## config.mk

```make
export PLATFORM = sky130hd
export DESIGN_NAME = sips4_prog_loader
export DESIGN_NICKNAME = d
export VERILOG_FILES = /design/src/rtl/sips4_pkg.sv /design/src/rtl/sips4_prog_loader.sv
export SDC_FILE = /design/constraint.sdc
export NUM_CORES = 1
export LEC_CHECK = 0
export BUFFER_PORTS_ARGS = -buffer_cell sky130_fd_sc_hd__buf_2
export CORE_MARGIN = 4
export CORE_UTILIZATION = 25
export DETAILED_ROUTE_END_ITERATION = 8
export GPL_ROUTABILITY_DRIVEN = 0
export GPL_TIMING_DRIVEN = 0
export PLACE_DENSITY = 0.43
export SKIP_LAST_GASP = 1
export SYNTH_ARGS = -nofsm -noshare
export SYNTH_HDL_FRONTEND = slang
export SYNTH_SLANG_ARGS = --single-unit
```

## constraint.sdc

```tcl
create_clock -name clk -period 2.05 [get_ports clk]
set_input_delay 0.41 -clock clk [delete_from_list [all_inputs] [get_ports clk]]
set_output_delay 0.41 -clock clk [all_outputs]
set_load 0.05 [all_outputs]
```

## src/rtl/sips4_pkg.sv

```systemverilog
// sips4_pkg: shared constants and loader state encoding for the SIPS4 program loader
package sips4_pkg;
  localparam int ADDR_W = 4;
  localparam int INSTR_W = 16;
  localparam logic [7:0] HEADER = 8'hA5;
  typedef enum logic [2:0] {IDLE, COUNT, HI, LO, CSUM, DONE, ERR} ld_state_e;
endpackage

```

## src/rtl/sips4_prog_loader.sv

```systemverilog
// sips4_prog_loader: byte-stream framed loader that fills SIPS4 program memory and gates cpu_hold
module sips4_prog_loader
  import sips4_pkg::*;
#(
  parameter int ADDR_W = sips4_pkg::ADDR_W,
  parameter logic [7:0] HEADER = sips4_pkg::HEADER
) (
  input  logic              clk,
  input  logic              rst,
  input  logic [7:0]        in_data,
  input  logic              in_valid,
  output logic              in_ready,
  output logic              pm_wen,
  output logic [ADDR_W-1:0] pm_waddr,
  output logic [15:0]       pm_wdata,
  output logic              cpu_hold,
  output logic              done,
  output logic              err
);
  ld_state_e state_q, state_d;
  logic [ADDR_W-1:0] cnt_q, cnt_d, addr_q, addr_d, pm_waddr_q, pm_waddr_d;
  logic [7:0] sum_q, sum_d, hi_q, hi_d;
  logic [15:0] pm_wdata_q, pm_wdata_d;
  logic in_ready_q, in_ready_d, pm_wen_q, pm_wen_d;
  logic cpu_hold_q, cpu_hold_d, done_q, done_d, err_q, err_d;
  logic xfer;
  assign xfer = in_valid & in_ready_q;
  always_comb begin
    state_d = state_q;
    cnt_d = cnt_q;
    addr_d = addr_q;
    sum_d = sum_q;
    hi_d = hi_q;
    in_ready_d = 1'b1;
    pm_wen_d = 1'b0;
    pm_waddr_d = pm_waddr_q;
    pm_wdata_d = pm_wdata_q;
    cpu_hold_d = cpu_hold_q;
    done_d = done_q;
    err_d = err_q;
    if (xfer) begin
      case (state_q)
        IDLE, DONE, ERR: begin
          if (in_data == HEADER) begin
            state_d = COUNT;
            cpu_hold_d = 1'b1;
            done_d = 1'b0;
            err_d = 1'b0;
          end
        end
        COUNT: begin
          cnt_d = in_data[ADDR_W-1:0];
          addr_d = '0;
          sum_d = in_data;
          state_d = |(in_data >> ADDR_W) ? ERR : HI;
          err_d = |(in_data >> ADDR_W);
        end
        HI: begin
          hi_d = in_data;
          sum_d = sum_q + in_data;
          state_d = LO;
        end
        LO: begin
          // one-cycle stall while the assembled word is written
          pm_wen_d = 1'b1;
          pm_waddr_d = addr_q;
          pm_wdata_d = {hi_q, in_data};
          sum_d = sum_q + in_data;
          in_ready_d = 1'b0;
          addr_d = addr_q + 1'b1;
          state_d = (addr_q == cnt_q) ? CSUM : HI;
        end
        CSUM: begin
          state_d = (in_data == sum_q) ? DONE : ERR;
          done_d = (in_data == sum_q);
          err_d = (in_data != sum_q);
          cpu_hold_d = (in_data != sum_q);
        end
        default: state_d = IDLE;
      endcase
    end
  end
  always_ff @(posedge clk) begin
    if (rst) begin
      state_q <= IDLE;
      cnt_q <= '0;
      addr_q <= '0;
      sum_q <= '0;
      hi_q <= '0;
      in_ready_q <= 1'b0;
      pm_wen_q <= 1'b0;
      pm_waddr_q <= '0;
      pm_wdata_q <= '0;
      cpu_hold_q <= 1'b1;
      done_q <= 1'b0;
      err_q <= 1'b0;
    end else begin
      state_q <= state_d;
      cnt_q <= cnt_d;
      addr_q <= addr_d;
      sum_q <= sum_d;
      hi_q <= hi_d;
      in_ready_q <= in_ready_d;
      pm_wen_q <= pm_wen_d;
      pm_waddr_q <= pm_waddr_d;
      pm_wdata_q <= pm_wdata_d;
      cpu_hold_q <= cpu_hold_d;
      done_q <= done_d;
      err_q <= err_d;
    end
  end
  assign in_ready = in_ready_q;
  assign pm_wen = pm_wen_q;
  assign pm_waddr = pm_waddr_q;
  assign pm_wdata = pm_wdata_q;
  assign cpu_hold = cpu_hold_q;
  assign done = done_q;
  assign err = err_q;
endmodule

```

**Word level (Yosys, flattened, before mapping)**

Index checks and enable logic that the tools add are counted.
Widths: inputs -> output; s select.

- Muxes and demuxes: 15
- Reductions and logical operators: 17
- Div/mod/pow operators: 0
- Add/subtract/negate cells: 2
- Bitwise logic cells: 2
- Equality and inequality tests: 11
- Shift operators: 0
- Multipliers: 0
- $lt $le $gt $ge: 0

Operators with widths:

| kind | count |
|---|---|
| $pmux 8 s2 | 1 |
| $pmux 3 s5 | 1 |
| $reduce_and 2->1 | 6 |
| $eq 3x3->1 const B | 3 |
| $mux 3 | 3 |
| $add 8x8->8 | 1 |
| $eq 8x8->1 | 1 |
| $eq 8x8->1 const B | 1 |
| $ne 8x8->1 | 1 |
| $pmux 4 s2 | 1 |
| $eq 3x2->1 const B | 2 |
| $reduce_and 3->1 | 2 |
| $reduce_bool 2->1 | 3 |
| $mux 1 | 5 |
| $add 4x1->4 const B | 1 |
| $eq 4x4->1 | 1 |
| $pmux 1 s2 | 2 |
| $reduce_or 2->1 | 2 |
| $reduce_or 4->1 | 1 |
| $eq 3x1->1 const B | 1 |
| $logic_not 3->1 | 1 |
| $pmux 1 s3 | 1 |
| $reduce_bool 3->1 | 1 |
| $reduce_or 3->1 | 1 |
| 4 further kinds | 4 |

- Memory bits (read-only): 0
- Latch bits: 0
- Register bits after elaboration: 52
- Output and inout port bits: 25
- Word-level logic and storage cells: 59
- Input bits: 11
- Memories: 0
- Memory bits (writable): 0

**Depth between registers and ports, before layout**

Gate-level depths: netlist of run 1.

- Word-level depth: 4
- Gate-level depth with buffers: 9
- Mapped depth without buffers: 9

**Worst setup path after synthesis of run 1**

Ideal clock, no wire load.

- Path type: register to register
- From: reg in_ready_q, in the netlist in_ready
- To: reg sum_q[1]
- Setup time: 0.128 ns
- Data required time: 1.922 ns
- Data arrival time: 1.824 ns
- Period minus slack after synthesis: 1.951 ns
- Cell stages (with the launch flop): 7
- Slack: 0.099 ns
- Path buffers: 2
- Cell sequence: dfxtp_1 -> nand2_1 -> clkbuf_1 -> nor3_1 -> clkbuf_1 -> mux2i_1 -> nor2_1

- Longest elaborated chain between the ends: 2

Ends and longest elaborated chain:

| element | line | text |
|---|---|---|
| from (decl) | sips4_prog_loader.sv:24 | `logic in_ready_q, in_ready_d, pm_wen_q, pm_wen_d;` |
| from (signal assigned) | sips4_prog_loader.sv:103 | `in_ready_q <= in_ready_d;` |
| $and 1x1->1 | sips4_prog_loader.sv:27 | `assign xfer = in_valid & in_ready_q;` |
| $reduce_and 2->1 (no line) | n/a |  |
| to (signal assigned) | sips4_prog_loader.sv:101 | `sum_q <= sum_d;` |
| to (decl) | sips4_prog_loader.sv:22 | `logic [7:0] sum_q, sum_d, hi_q, hi_d;` |

No other way between the ends.
A chain may end at the register's enable or synchronous reset.

**Final worst setup path of run 1**

- From: reg sum_q[0]
- To: reg sum_q[4]

- Longest elaborated chain between the ends: 2

Ends and longest elaborated chain:

| element | line | text |
|---|---|---|
| $add 8x8->8 | sips4_prog_loader.sv:60, sips4_prog_loader.sv:68 |  |
| $pmux 8 s2 | sips4_prog_loader.sv:42 | `case (state_q)` |

No other way between the ends.

==> impl_results.md, run 1 <==
* # hold bufs at CTS at 0
* DP HPWL at about 5500 um
* GRT Util Overall at 0.132
* Share of the synthesized area in the top cell type at 0.405
* Die H at roughly 110 um
* Initial antenna violation count at 0
* Hold WS at roughly 0.4 ns
* Crit Path Max Fanout at 3
* H-tree Lvls at 2
* Critical path launch point type: flop
* Period utilization at 0.950
* Min-Delay Endpoint: pm_wdata[4]
* Final setup fails at 0
* Post-synthesis sequential area ratio at 0.405
* Worst-path clk slew at about 0.10 ns
* Final core occ at 0.303
* Buf/Inv on CP at 1
* Worst Path Required at between 2 and 2.5 ns
* Synth Area per Inst at 7.68 um^2
* Leakage at between 1 and 1.5 nW
* Final net count at 395
* Syn Nets at between 300 and 400
* Synth Flop Type: dfxtp_1
* Die ar. at 12000 um^2
* Largest net degree at the start of global routing at 17
* First-pass GRT wire length at around 12000 um
* Final WL at roughly 7600 um
* Std-Cell Rows at 36
* Insertion delay to the later sink of the worst-skew pair at approximately 0.31 ns
* Top post-synthesis cells by area: dfxtp_1 40%, nand2_1 10%, a21oi_1 9.3%
* Core area at between 9000 and 10000 um^2
* Worst Path Arrival at about 2.2 ns
* Highest Clock Rate at roughly 510 MHz
* WHS Path Cells at 3
* RSZ-0062 raised after global routing: no
* Max cap viols at 0
* Post-synth EDFFs at 0
* Overall power at around 0.0017 W
* Grt ovf at 0
* Setup CP Type: flop to flop
* Clk sinks at 52
* Post-Syn Area at 2570 um^2
* R2R setup slack at just over 0.1 ns
* Hold crit path type: input pin to flop
* Slew @ Worst Pin at roughly 0.63 ns
* Area leader, netlist: dfxtp_1
* Hold_sp: in_data[4]
* Nature of the critical path endpoint: flop
* Maximum vdd drop at about 0.00029 V
* Die W at between 100 and 150 um
* Pre-antenna DRT Iters at 4
* Drc violations at 0
* Vias/cell at 4.79
* Final worst clock skew at ~0.0058 ns
* CP cell instances: ha_1, inv_1, fa_1, nor2b_1, o21ai_1, nand2b_1, xor2_1, nand2_1, a311oi_1
* FF+latch count, synth at 52
* Initial core utilization at 0.259
* P&R area growth vs syn at 16.9%
* Fraction of layout cells with a size suffix above 1 at 0.141
* Via count at approximately 2400
* Slew HR at 0.581
* Reg2reg start: sum_q[0]
* Status: finished clean
* CTS root buf: clkbuf_8
* Worst path slowest cell: fa_1
* Num CTS Buffers at 5
* Reg2reg end: sum_q[4]
* Drt wl/cell at between 10 and 15 um
* R2R cell count at 9
* IO Count at 36
* Final antenna diode count at 0
* Worst path max stage delay at approximately 0.38 ns
* Setup TNS at 0 ns
* Number of global-route vias before repair at 2371
* Min Tclk post-route at ~2 ns
* Slew Viols, Final at 0
* Yosys Warn Count at 0
* Synth async-reset ratio at 0
* Yosys cell types at 48
* Final Hold Vio Count at 0
* CTS tree: built
* Family with the most delay on the worst path: adder cells
* DR iter-0 viols at between 100 and 150
* PD cells at around 570 nW/um^2
* Buffers added on ports at 33
* Antenna Nets Post-Route at 0
* Clock Path Buffers at 2
* Syn Inst Count at 335
[registers in the layout, summed over array words and instances, names as in the netlist, 3 cells and up]
name      flops
pm_wdata     16
hi_q          8
sum_q         8
addr_q        4
cnt_q         4
pm_waddr      4
state_q       3
[per-stage QoR]
| step | cells | cell area, um^2 | setup slack, ns |
|---|---|---|---|
| after floorplan | 335 | 2570 | 0.0989 |
| after global placement | 501 | 2900 | -0.204 |
| after detailed placement | 501 | 2900 | -0.236 |
| after CTS | 509 | 2990 | 0.00728 |
| after global routing | 509 | 3010 | 0.00590 |
| final | 509 | 3010 | 0.103 |
[routing by layer]
metal  wire length [um]  vias up  GRT usage
met3                271        2     0.0223
met1               3750     1162      0.183
met2               3520       39      0.215
met5                  0        -          0
met4                 38        0     0.0267
li1                   -     1236          -
[repair_timing]
| item | in CTS | in global routing |
|---|---|---|
| resized for setup | 1 | 12 |
| buffers inserted | 0 | 0 |
| pin swaps | 0 | 0 |
| setup endpoints to repair | 6 | 33 |
[worst max path at each step]
stage                    start        to  slack, ns  cells past startpoint
CTS                   in_ready  sum_q[1]      0.007                      6
detailed placement    in_valid  sum_q[1]      -0.24                      7
global route        state_q[1]  sum_q[5]      0.006                      7
finish                sum_q[0]  sum_q[4]       0.10                      9
global placement      in_valid  sum_q[1]      -0.20                      7
floorplan             in_ready  sum_q[1]        0.1                      6
[cells in the mapped netlist, types with 3 or more instances]
cell      count
nand3_1       4
mux2i_1       5
a21oi_1      48
and3_1        3
dfxtp_1      52
xor2_1        4
a211oi_1      5
nor3_1        9
nor2b_1       6
nor4_1        3
nand2b_1      4
ha_1          8
o21ai_1      18
nor2_1       29
inv_1         4
a21o_1        4
nand2_1      71
clkbuf_1     19
[layout make-up]
| type | instances | area, um^2 |
|---|---|---|
| clock inverter | 2 | 16.3 |
| timing repair buffer | 33 | 165 |
| multi-input combinational | 255 | 1430 |
| clock buffer | 6 | 72.6 |
| tap | 133 | 166 |
| sequential | 52 | 1040 |
| buffer | 23 | 96.3 |
| fill | 1132 | 6900 |
| inverter | 5 | 18.8 |
[placed cells by master (no fill, tap or decap), types with 8 or more instances in the layout]
cell type,count
nor2_1,28
buf_2,35
a21oi_1,48
o21ai_1,18
ha_1,8
clkbuf_1,14
dfxtp_1,52
nor3_1,8
nand2_1,71
[power breakdown]
| part | switching (W) | leakage, nW | total (W) | internal, W |
|---|---|---|---|---|
| Sequential | 0.00000121 | 0.419 | 0.00101 | 0.00101 |
| Combinational | 0.0000750 | 0.713 | 0.000103 | 0.0000275 |
| Clock | 0.000367 | 0.0414 | 0.000611 | 0.000244 |
[tightest hold or removal path, cell delays in order]
cell and delay [ns]:
buf_2 0.14, nand2_1 0.07, a21oi_1 0.05
[kinds of logic after synthesis]
family | share of synthesized area
AO/OA/AOI/OAI | 0.214
XOR/XNOR | 0.0204
adder cells (fa/ha/maj) | 0.0511
buffers and inverters | 0.0418
flip-flops | 0.405
multiplexers | 0.0195
AND/OR/NAND/NOR | 0.248
No activity file was read; power rests on OpenSTA's default activity.
==> run 2, diff against run 1 <==
ABC_AREA = 1   (was not set)
REMOVE_ABC_BUFFERS = 1   (was not set)
clock period = 2.4 ns   (was 2.05 ns; I/O delays follow)
==> run 2 against run 1 <==
Critical path depth decreased by 3. Via count decreased by 9.8%. Global-route usage decreased by 1.9 points. Combinational power decreased by 21%. Clock power decreased by 13%. Worst hold slack improved by 0.060 ns. Sequential cell count unchanged. Cell count decreased by 1.6%. Setup slack improved by 0.35 ns. Synthesized cell count decreased by 0.30%. Sequential power decreased by 14%. First-iteration DRC count decreased by 46%. Critical path type unchanged. Critical endpoint is now sum_q[0]. Largest cell class unchanged.
==> impl_results.md, run 2 <==
* Hold crit path type: flop to flop
* Commonest non-fill, non-tap cell in the layout: nand2_1
* Leakage at 1.38 nW (+17%)
* Post-CTS setup buffer count at 0 (unchanged)
* Die ar. at 11900 um^2 (-0.67%)
* Hold_sp: pm_waddr[2]
* Crit Path Max Fanout at 12 (+9)
* Top post-synthesis cells by count: 83 x nand2_1, 52 x dfxtp_1, 40 x inv_1
* Syn Inst Count at 334 (-0.30%)
* Post-synth EDFFs at 0 (unchanged)
* Final core occ at 0.295 (-0.00800)
* Worst-path clk slew at 0.11 ns (about the same)
* R2R cell count at 6 (-3)
* Die W at 109 um (-0.34%)
* Largest net degree at the start of global routing at 22 (+5)
* First-pass GRT wire length at 10700 um (-14%)
* Final WL at 6330 um (-16%)
* Worst Path Required at 2.64 ns (+0.37 ns)
* Non-Filler Instances at 501 (-1.6%)
* Drt wl/cell at 12.6 um (-15%)
* Most numerous cell in the Yosys netlist: nand2_1
* Number of global-route vias before repair at 2192 (-7.5%)
* Drc violations at 0 (unchanged)
* Setup TNS at 0 ns (unchanged)
* Final worst clock skew at 0.00919 ns (+0.00334 ns)
* Nature of the critical path endpoint: flop
* H-tree Lvls at 2 (unchanged)
* IO Count at 36 (unchanged)
* Clock Path Buffers at 2 (unchanged)
* Final Hold Vio Count at 0 (unchanged)
* Slew @ Worst Pin at 0.878 ns (+0.250 ns)
* Slew HR at 0.414 (-0.167)
* Top post-synthesis cells by area: dfxtp_1 41%, nand2_1 12%, inv_1 5.9%
* # hold bufs at CTS at 0 (unchanged)
* Std-Cell Rows at 36 (unchanged)
* Reg2reg start: state_q[1]
* Clk sinks at 52 (unchanged)
* PD cells at 506 nW/um^2 (-12%)
* Max cap viols at 0 (unchanged)
* Max reg flops at 16 (unchanged)
* WHS Path Cells at 2 (-1)
* Worst Path Arrival at 2.18 ns (about the same)
* Critical path launch point type: flop
* Post-Syn Area at 2550 um^2 (-0.73%)
* P&R area growth vs syn at 14.2%
* Initial antenna violation count at 0 (unchanged)
* Synth Area per Inst at 7.64 um^2 (-0.43%)
* Fraction of layout cells with a size suffix above 1 at 0.220 (+0.0792)
* Slew Viols, Final at 0 (unchanged)
* Synth Flop Type: dfxtp_1
* RSZ-0062 raised after global routing: no
* Min Tclk post-route at 1.94 ns (-0.00266 ns)
* Grt ovf at 0 (unchanged)
* CTS tree: built
* Final net count at 387 (-2.0%)
* Post-synthesis sequential area ratio at 0.408 (+0.00298)
* DP HPWL at 4630 um (-16%)
* GRT Util Overall at 0.113 (-0.0193)
* Maximum vdd drop at 0.000222 V (-24%)
* Vias/cell at 4.39 (-8.3%)
* Share of the synthesized area in the top cell type at 0.408 (+0.00298)
* Core area at 9860 um^2 (-0.45%)
* DR iter-0 viols at 60 (-46%)
* Min-Delay Endpoint: pm_waddr[2]
* Insertion delay to the later sink of the worst-skew pair at 0.31 ns (about the same)
* Via count at 2201 (-9.8%)
* Placed Instances at 493 (-1.6%)
* Final setup fails at 0 (unchanged)
* Synth async-reset ratio at 0 (unchanged)
* Area leader, netlist: dfxtp_1
* Highest Clock Rate at 514 MHz (+0.14%)
* Hold WS at 0.464 ns (+0.0600 ns)
* Final antenna diode count at 0 (unchanged)
* Status: finished clean
* Die H at 109 um (-0.34%)
* FF+latch count, synth at 52 (unchanged)
* Setup CP Type: flop to flop
* Yosys cell types at 32 (-33%)
* Overall power at 0.00147 W (-15%)
* Fill cells at 1091 (-3.6%)
* Post-CTS sizing at 0 (-1)
* R2R setup slack at 0.46 ns (+0.35 ns)
* Buffers added on ports at 35 (+6.1%)
* Num CTS Buffers at 5 (unchanged)
* Commonest non-fill, non-tap cells in the layout: 83 x nand2_1, 52 x dfxtp_1, 40 x inv_1
* Period utilization at 0.810 (-0.140)
* Antenna Nets Post-Route at 0 (unchanged)
* Yosys Warn Count at 0 (unchanged)
* Initial core utilization at 0.259 (-0.000718)
* Pre-antenna DRT Iters at 4 (unchanged)
* Reg2reg end: sum_q[0]
* CTS root buf: clkbuf_8
==> run 2: how the worst max path moves through the flow <==
stage                         endpoint  startpoint  slack [ns]
after floorplan               sum_q[0]    in_ready        0.67
after global placement    pm_wdata[13]    in_valid        0.20
after detailed placement  pm_wdata[13]    in_valid        0.23
after CTS                 pm_wdata[13]    in_ready        0.44
after global routing          sum_q[2]  state_q[1]        0.27
final                         sum_q[0]  state_q[1]        0.46
==> run 2: per-layer routing <==
metal  routed length, um  part of all wire  up-vias  global-route usage
met5                   0                 0        -                   0
met4                  29            0.0046        0              0.0252
met3                 261             0.041        2              0.0231
met2                2780              0.44       36               0.184
met1                3260              0.51     1005               0.152
li1                    -                 -     1158                   -
==> run 2: layout make-up <==
class                   instances  area (um^2)  area share
flip-flops and latches         52         1040       0.357
well taps                     133          166      0.0571
clock buffers                   5         68.8      0.0236
repair buffers                 35          175      0.0601
multi-input cells             229         1270       0.437
clock inverters                 3         22.5     0.00773
inverters                      44          168      0.0575
==> run 2: cell families (layout without fill, tap and decap cells) <==
kind of cell / Yosys count / count (layout) / synth area share
flip-flops: 52 / 52 / 0.408
XOR/XNOR: 2 / 2 / 0.00686
AND/OR/NAND/NOR: 142 / 142 / 0.257
AO/OA/AOI/OAI: 76 / 76 / 0.187
buffers and inverters: 53 / 87 / 0.0936
adder cells (fa/ha/maj): 9 / 9 / 0.0471
==> run 2: through the flow <==
step	instance area, um^2	worst slack (ns)
2_1_floorplan	2480	0.668
3_3_place_gp	2820	0.195
3_5_place_dp	2820	0.227
4_1_cts	2910	0.441
5_1_grt	2910	0.272
6_report	2910	0.455
==> run 2: where the power goes <==
part / switching (W) / internal (W)
clock network: 0.000319 / 0.000210
logic: 0.0000599 / 0.0000217
registers: 0.000000488 / 0.000863
==> run 2: critical path: stages (launching register included) <==
cell,delay [ns]
dfxtp_1,0.60
nand2_2,0.32
nand2_2,0.16
nand2_1,0.27
inv_1,0.25
o21ai_0,0.10
a31oi_1,0.17
==> run 3, diff against run 2 <==
clock period = 1.9 ns   (was 2.4 ns; I/O delays follow)
==> run 3 against run 2 <==
Clock-buffer cell count unchanged. Wire length about the same. Total power increased by 26%. First-iteration DRC count is 6.7% lower. Via count increased by 0.23%. Critical path depth grew 6. Design area is 0.30% higher. Setup slack got worse by 0.25 ns. Clock skew is 0.0021 ns lower. Critical endpoint is now sum_q[6]. Largest cell class unchanged. Largest power group unchanged.
==> impl_results.md, run 3 (same netlist as run 2, synthesis figures left out) <==
* Buffers added on ports at 35 (unchanged)
* Setup CP Type: flop to flop
* Cell mode on critical path: nand2_1
* Die ar. at 11900 um^2 (unchanged)
* Drt wl/cell at 12.6 um (about the same)
* Core area at 9860 um^2 (unchanged)
* Commonest non-fill, non-tap cells in the layout: 82 x nand2_1, 51 x dfxtp_1, 40 x inv_1
* Clk sinks at 52 (unchanged)
* Via count at 2206 (+0.23%)
* Worst Path Arrival at 1.94 ns (-0.24 ns)
* Std-Cell Rows at 36 (unchanged)
* Num CTS Buffers at 5 (unchanged)
* Worst Path Required at 2.14 ns (-0.50 ns)
* WHS Path Cells at 3 (+1)
* Leakage at 1.38 nW (+0.20%)
* Worst path max stage delay at 0.38 ns (-0.22 ns)
* Status: finished clean
* P&R area growth vs syn at 14.5%
* Commonest non-fill, non-tap cell in the layout: nand2_1
* Final worst clock skew at 0.00713 ns (-0.00206 ns)
* Die H at 109 um (unchanged)
* Hold crit path type: input pin to flop
* Insertion delay to the later sink of the worst-skew pair at 0.31 ns (about the same)
* Pre-antenna DRT Iters at 4 (unchanged)
* Largest net degree at the start of global routing at 22 (unchanged)
* GRT Util Overall at 0.112 (-0.000248)
* IO Count at 36 (unchanged)
* Final Hold Vio Count at 0 (unchanged)
* Die W at 109 um (unchanged)
* Final net count at 387 (unchanged)
* Slew @ Worst Pin at 0.644 ns (-0.234 ns)
* Drc violations at 0 (unchanged)
* Vias/cell at 4.40 (+0.23%)
* Slew Viols, Final at 0 (unchanged)
* Number of global-route vias before repair at 2189 (-0.14%)
* Crit Path Max Fanout at 2 (-10)
* Final WL at 6330 um (about the same)
* RSZ-0062 raised after global routing: no
* R2R cell count at 12 (+6)
* First-pass GRT wire length at 10600 um (-0.25%)
* Slew HR at 0.570 (+0.156)
* Worst-path clk slew at 0.10 ns (about the same)
* H-tree Lvls at 2 (unchanged)
* Min Tclk post-route at 1.70 ns (-0.248 ns)
* CP cell instances: ha_1, inv_1, fa_1, inv_1, nand2_1, nand2_1, nand3b_1, nand2_1, nand2_1, nand3_1, nand2_1, a21oi_1
* Clock Path Buffers at 2 (unchanged)
* CTS root buf: clkbuf_8
* Hold WS at 0.385 ns (-0.0793 ns)
* Fraction of layout cells with a size suffix above 1 at 0.226 (+0.00543)
* Initial antenna violation count at 0 (unchanged)
* Grt ovf at 0 (unchanged)
* PD cells at 636 nW/um^2 (+26%)
* Highest Clock Rate at 590 MHz (+15%)
* Initial core utilization at 0.259 (unchanged)
* Final antenna diode count at 0 (unchanged)
* Antenna Nets Post-Route at 0 (unchanged)
* DP HPWL at 4630 um (unchanged)
* Worst path slowest cell: fa_1
* Max reg flops at 16 (unchanged)
* CTS tree: built
* DR iter-0 viols at 56 (-6.7%)
* Nature of the critical path endpoint: flop
* Final setup fails at 0 (unchanged)
* Max cap viols at 0 (unchanged)
* Maximum vdd drop at 0.000275 V (+24%)
* Setup TNS at 0 ns (unchanged)
* Period utilization at 0.893 (+0.0825)
* Fill cells at 1087 (-0.37%)
* Critical path launch point type: flop
==> run 3: final cells by class <==
cell class                      instances  area (um^2)  area share
Multi-Input combinational cell        229         1280       0.438
Sequential cell                        52         1040       0.357
Timing Repair Buffer                   35          175      0.0599
Inverter                               44          168      0.0574
Tap cell                              133          166      0.0569
Clock buffer                            5         68.8      0.0235
Clock inverter                          3         22.5     0.00771
==> run 3: critical path: cells and delay by family (launching register included) <==
kind	cells	cell delay, ns
buffers and inverters	2	0.12
DFF	1	0.35
AOI/OAI and AO/OA	1	0.11
adders and majority gates	2	0.57
and+or+nand+nor	7	0.47
==> run 3: through the flow <==
step | cell area [um^2] | std cells | setup slack [ns] | utilization | power, W
floorplan | 2480 | 325 | 0.168 | - | 0.00117
global placement | 2820 | 493 | -0.205 | 0.286 | 0.00122
detailed placement | 2820 | 493 | -0.173 | 0.286 | 0.00122
CTS | 2920 | 501 | 0.0611 | 0.296 | 0.00190
global route | 2920 | 501 | 0.000180 | 0.296 | 0.00194
finish | 2920 | 501 | 0.204 | 0.296 | 0.00186
==> run 3: routing by layer <==
metal  global-route usage  routed length (um)  vias to the layer above
li1                     -                   -                     1159
met3               0.0231                 244                        5
met2                0.184                2810                       35
met4               0.0252                  39                        0
met1                0.152                3240                     1007
met5                    0                   0                        -
==> run 3: what timing repair did <==
action | CTS | global route
buffers inserted | 0 | 0
hold buffers | 0 | 0
setup endpoints to repair | 22 | 5
gates resized for setup | 2 | 1
==> run 3: path summary, 6_finish.rpt <==
kind / from / endpoint / slack (ns)
max: sum_q[0] / sum_q[6] / 0.20
min: in_data[0] / sum_q[0] / 0.38
max reg2reg: sum_q[0] / sum_q[6] / 0.20
min reg2reg: pm_waddr[2] / pm_waddr[2] / 0.46
==> run 3: report_power, final <==
part           switching [W]  total, W  internal, W
sequential       0.000000617   0.00109      0.00109
combinational      0.0000760  0.000104    0.0000279
clock               0.000400  0.000665     0.000265
